`src/rtl/calc_lock_pkg.sv`:
```
// rtl/calc_lock_pkg.sv - shared constants, state type and CRC-8 step for the locked datapath key path
package calc_lock_pkg;

   localparam int KEY_W = 255;
   localparam int CRC_W = 8;
   localparam int CNT_W = 9;
   localparam logic [CRC_W-1:0] CRC_POLY = 8'h07;
   localparam logic [CNT_W-1:0] KEY_LAST = CNT_W'(KEY_W - 1);
   localparam logic [CNT_W-1:0] CRC_LAST = CNT_W'(CRC_W - 1);

   typedef enum logic [2:0] {
      IDLE,
      SHIFT_KEY,
      SHIFT_CRC,
      LOCKED,
      ERROR
   } key_ld_state_t;

   // MSB-first CRC-8, no reflection: one message bit per call.
   function automatic logic [CRC_W-1:0] crc8_step(input logic [CRC_W-1:0] crc, input logic din);
      logic fb;
      fb = crc[CRC_W-1] ^ din;
      return {crc[CRC_W-2:0], 1'b0} ^ (fb ? CRC_POLY : '0);
   endfunction

endpackage

```
`src/rtl/crc8_serial.sv`:
```
// rtl/crc8_serial.sv - bit-serial CRC-8 accumulator with synchronous clear
module crc8_serial
   import calc_lock_pkg::*;
(
   input  logic             clk_i,
   input  logic             rst_i,
   input  logic             clr_i,
   input  logic             en_i,
   input  logic             bit_i,
   output logic [CRC_W-1:0] crc_o
);

   logic [CRC_W-1:0] crc_q;
   logic [CRC_W-1:0] crc_d;

   always_comb begin
      crc_d = crc_q;
      if (clr_i) begin
         crc_d = '0;
      end else if (en_i) begin
         crc_d = crc8_step(crc_q, bit_i);
      end
   end

   always_ff @(posedge clk_i) begin
      if (rst_i) begin
         crc_q <= '0;
      end else begin
         crc_q <= crc_d;
      end
   end

   assign crc_o = crc_q;

endmodule

```
`src/rtl/calculate_4_0_key_loader.sv`:
```
// rtl/calculate_4_0_key_loader.sv - serial key receive, CRC verify and start gating for calculate_4_0_obf
module calculate_4_0_key_loader
   import calc_lock_pkg::*;
(
   input  logic             ap_clk,
   input  logic             ap_rst,
   input  logic             key_load_start,
   input  logic             key_bit_in,
   input  logic             key_bit_valid,
   input  logic             ap_start_in,
   output logic             ap_start_out,
   output logic             key_busy,
   output logic             key_ready,
   output logic             key_error,
   output logic [KEY_W-1:0] locking_key
);

   key_ld_state_t    state_q, state_d;
   logic [CNT_W-1:0] cnt_q, cnt_d;
   logic [KEY_W-1:0] sr_q, sr_d;
   logic [KEY_W-1:0] key_q, key_d;
   logic [CRC_W-1:0] rx_crc_q, rx_crc_d;
   logic [CRC_W-1:0] crc_acc;
   logic             crc_clr;
   logic             crc_en;

   crc8_serial u_crc (
      .clk_i (ap_clk),
      .rst_i (ap_rst),
      .clr_i (crc_clr),
      .en_i  (crc_en),
      .bit_i (key_bit_in),
      .crc_o (crc_acc)
   );

   always_comb begin
      state_d  = state_q;
      cnt_d    = cnt_q;
      sr_d     = sr_q;
      key_d    = key_q;
      rx_crc_d = rx_crc_q;
      crc_clr  = 1'b0;
      crc_en   = 1'b0;
      // A restart pre-empts everything, including a bit offered in the same cycle.
      if (key_load_start) begin
         state_d  = SHIFT_KEY;
         cnt_d    = '0;
         sr_d     = '0;
         key_d    = '0;
         rx_crc_d = '0;
         crc_clr  = 1'b1;
      end else begin
         case (state_q)
            SHIFT_KEY: begin
               if (key_bit_valid) begin
                  sr_d   = {sr_q[KEY_W-2:0], key_bit_in};
                  crc_en = 1'b1;
                  if (cnt_q == KEY_LAST) begin
                     cnt_d   = '0;
                     state_d = SHIFT_CRC;
                  end else begin
                     cnt_d = cnt_q + 9'd1;
                  end
               end
            end
            SHIFT_CRC: begin
               if (key_bit_valid) begin
                  rx_crc_d = {rx_crc_q[CRC_W-2:0], key_bit_in};
                  if (cnt_q == CRC_LAST) begin
                     cnt_d = '0;
                     if (rx_crc_d == crc_acc) begin
                        state_d = LOCKED;
                        key_d   = sr_q;
                     end else begin
                        state_d = ERROR;
                     end
                  end else begin
                     cnt_d = cnt_q + 9'd1;
                  end
               end
            end
            default: ;
         endcase
      end
   end

   always_ff @(posedge ap_clk) begin
      if (ap_rst) begin
         state_q  <= IDLE;
         cnt_q    <= '0;
         sr_q     <= '0;
         key_q    <= '0;
         rx_crc_q <= '0;
      end else begin
         state_q  <= state_d;
         cnt_q    <= cnt_d;
         sr_q     <= sr_d;
         key_q    <= key_d;
         rx_crc_q <= rx_crc_d;
      end
   end

   assign key_busy     = (state_q == SHIFT_KEY) || (state_q == SHIFT_CRC);
   assign key_ready    = (state_q == LOCKED);
   assign key_error    = (state_q == ERROR);
   assign locking_key  = key_q;
   assign ap_start_out = ap_start_in & key_ready;

endmodule

```
`config.mk`:
```
export PLATFORM = sky130hd
export DESIGN_NAME = calculate_4_0_key_loader
export DESIGN_NICKNAME = d
export VERILOG_FILES = /design/src/rtl/calc_lock_pkg.sv /design/src/rtl/crc8_serial.sv /design/src/rtl/calculate_4_0_key_loader.sv
export SDC_FILE = /design/constraint.sdc
export NUM_CORES = 1
export LEC_CHECK = 0
export BUFFER_PORTS_ARGS = -buffer_cell sky130_fd_sc_hd__buf_2
export CAP_MARGIN = 20
export CORE_UTILIZATION = 35
export DETAILED_ROUTE_END_ITERATION = 6
export GPL_TIMING_DRIVEN = 0
export HOLD_SLACK_MARGIN = 0.02
export SYNTH_ARGS = -nofsm -noshare
export SYNTH_HDL_FRONTEND = slang
export SYNTH_SLANG_ARGS = --single-unit
```
`constraint.sdc`:
```
create_clock -name ap_clk -period 2.46 [get_ports ap_clk]
set_clock_uncertainty 0.05 [all_clocks]
set_input_delay 0.246 -clock ap_clk [delete_from_list [all_inputs] [get_ports ap_clk]]
set_output_delay 0.246 -clock ap_clk [all_outputs]
set_load 0.02 [all_outputs]
```
==> results.py <==
metrics = {
    "detailed_routing": {
        "vias": 16100,
        "drc_errors": 0,
        "drt_iter0_drc": 683,
        "drt-total-wl_um": 48900,
        "dr.pass1.iters": 5,
        "drtAntennaViolNets": 0,
        "via_per_inst": 4.63,
        "wl_per_cell_um": 14.0,
    },
    "floorplanning": {
        "core_sq_um": 56500,
        "die_area_sq_um": 58200,
        "pin_count": 265,
        "row_count": 87,
        "fp.dieW_um": 241,
        "die_h_um": 241,
        "start_util_pct": 35.5,
    },
    "timing": {
        "hold_violations": 0,
        "rsz0062_at_grt": "true",
        "maxSlewViolCount": 0,
        "max_freq_ghz": 0.433,
        "slew_headroom_pct": 34.1,
        "worstMarginPinSlew_ns": 0.989,
        "setup_violations": 0,
        "fin_crit_ns": 2.31,
        "fin_tns_setup_ns": 0,
        "min_period_over_period_pct": 93.9,
    },
    "clock_network": {
        "cts_tree": "done",
        "clk_pin_slew_ns": 0.06,
        "clockBufferDepth": 3,
        "post_cts_buffers": 0,
        "htreeDepth": 2,
        "cts_num_sinks": 537,
        "clockRootBuffer": "clkbuf_16",
        "numCtsBuffers": 56,
        "clk_latency_ns": 0.59,
    },
    "global_route": {
        "grt_overflow": 0,
        "grt_pass1_vias": 15300,
        "antenna_found_initial": 1,
        "grt_use_total_pct": 16.2,
        "grt_max_degree": 15,
        "grt_pass1_wl_um": 76900,
    },
    "critical_path": {
        "worstSetupStartpointType": "flip-flop",
        "cp-end-kind": "flip-flop",
        "required_ns": 2.91,
        "cp_max_fo": 10,
        "worstPathArrival_ns": 2.76,
        "critPathMaxStageDelay_ns": 0.38,
        "cpMaxStageDelayCell": "dfxtp_1",
        "crit_chain": "ha_1 -> nor4b_1 -> nand2_1 -> nor4_4 -> buf_4 -> buf_6 -> mux2i_1",
        "crit_type": "reg2reg",
    },
    "run": {
        "maxCapViolations": 0,
    },
    "placement": {
        "hpwlAfterDp_um": 35100,
        "gp_congestion": 0.778,
        "port_buffers": 264,
    },
    "logic_synthesis": {
        "yosysTopAreaCell": "dfxtp_1",
        "ys_ff_latch": 537,
        "synthArstFlopShare_pct": 0,
        "synth_fp_nets": 2369,
        "synth_top_area_share_pct": 53.6,
        "synthTopCellsByArea": "dfxtp_1, nand2_1, mux2i_1",
        "synth_area_sq_um": 20000,
        "seq_area_frac_synth_pct": 53.6,
        "synth_cells": 2361,
        "synth.distinct_cells": 39,
        "ys.flop_type": "dfxtp_1",
        "ys_warn_count": 0,
        "synth_most_common_cell": "nand2_1",
        "syn_avg_cell_area_sq_um": 8.49,
        "yosys-top-cells-count": "nand2_1, dfxtp_1, a21oi_1, mux2i_1, clkbuf_1",
        "synth_edf_count": 0,
    },
    "final_layout": {
        "fin_util_pct": 43.0,
        "num-fill-cells": 5565,
        "fin_nets": 2695,
        "drive_above_1_share_pct": 14.6,
        "areaGrowthSynthToFinish_pct": 21.3,
    },
    "power_and_ir_drop": {
        "leakagePower_uw": 0.00835,
        "vdd_ir_drop_max_v": 0.000419,
        "power_density_nw_per_um2": 740,
    },
    "run_status": {
        "run_status": "completed",
    },
    "worst_hold_path": {
        "holdCritPathClass": "in2reg",
    },
}
state kept, by name, indices dropped and copies added (netlist names):
signal / count
u_crc.crc_o: 8
rx_crc_q: 7
locking_key: 255
sr_q: 255
cnt_q: 9
state_q: 3
final timing paths:
kind | from | endpoint | slack [ns] | cells past startpoint
max | cnt_q[0] | locking_key[241] | 0.15 | 7
min | key_bit_valid | rx_crc_q[1] | 0.18 | 4
max reg2reg | cnt_q[0] | locking_key[241] | 0.15 | 7
min reg2reg | locking_key[216] | locking_key[216] | 0.40 | 2
cells by family after synthesis:
logic type	Yosys count	synth area share, %
buf+inv	178	4.35
flops	537	53.6
compound gates	273	6.95
mux	262	13.1
xor+xnor	19	0.830
simple gates	1090	21.0
fa+ha+maj	2	0.125
routing by layer:
metal | vias up | wire length (um) | global-route usage, %
li1 | 8278 | - | -
met3 | 76 | 3110 | 4.56
met5 | - | 0 | 0
met4 | 0 | 1020 | 4.51
met1 | 7501 | 22000 | 20.3
met2 | 287 | 22800 | 27.3
cell usage in the layout, fill, tap and decap left out, types with 3 or more instances in the layout:
cell type and count:
dfxtp_1 537, clkbuf_8 15, nor4b_1 3, a21oi_1 263, nand4_1 4, nor2_1 12, buf_6 27, dlygate4sd3_1 4
nor3_1 7, clkinv_2 8, clkbuf_2 4, bufinv_16 6, clkbuf_1 151, a211oi_1 3, buf_2 270, nand2b_1 4
xor2_1 4, nand2_1 1038, xnor2_1 15, mux2i_1 262, nand3_1 4, clkbuf_16 57
power by group:
part / internal, uW / switching (uW)
Combinational: 81.6 / 451
Sequential: 8700 / 3.48
Clock: 5320 / 3420
worst max-delay path, delay by kind of cell (launching register included):
kind | cells | cell delay [ns]
fa+ha+maj | 1 | 0.25
buf+inv | 2 | 0.55
flops | 1 | 0.38
simple gates | 3 | 0.78
mux | 1 | 0.21
repair_timing:
action                                  4_1_cts  5_1_grt
resized for setup                             6        6
endpoints found under the hold margin         3        0
hold buffers                                  4        0
endpoints found under the setup margin      262       66
layout make-up:
cell class / count / area, sq um / area share (%)
tap: 756 / 946 / 3.89
clock inverter: 18 / 253 / 1.04
multi-input combinational: 1646 / 8430 / 34.7
antenna: 1 / 2.50 / 0.0103
clock buffer: 85 / 1680 / 6.92
buffer: 176 / 880 / 3.62
sequential: 537 / 10800 / 44.2
timing repair buffer: 268 / 1360 / 5.60
inverter: 2 / 7.51 / 0.0309
per-stage QoR:
step	total power, uW	area (sq um)	worst slack [ns]	hold slack [ns]	cells
finish	18000	24300	0.150	0.184	3489
global route	18600	24300	-0.0204	0.184	3489
CTS	18200	24300	0.0796	0.145	3488
detailed placement	9430	22300	-0.436	0.393	3381
global placement	9420	22300	-0.359	0.393	3381
floorplan	9240	20000	0.616	0.320	2361
Note: power is estimated with default switching activity, not from simulation.
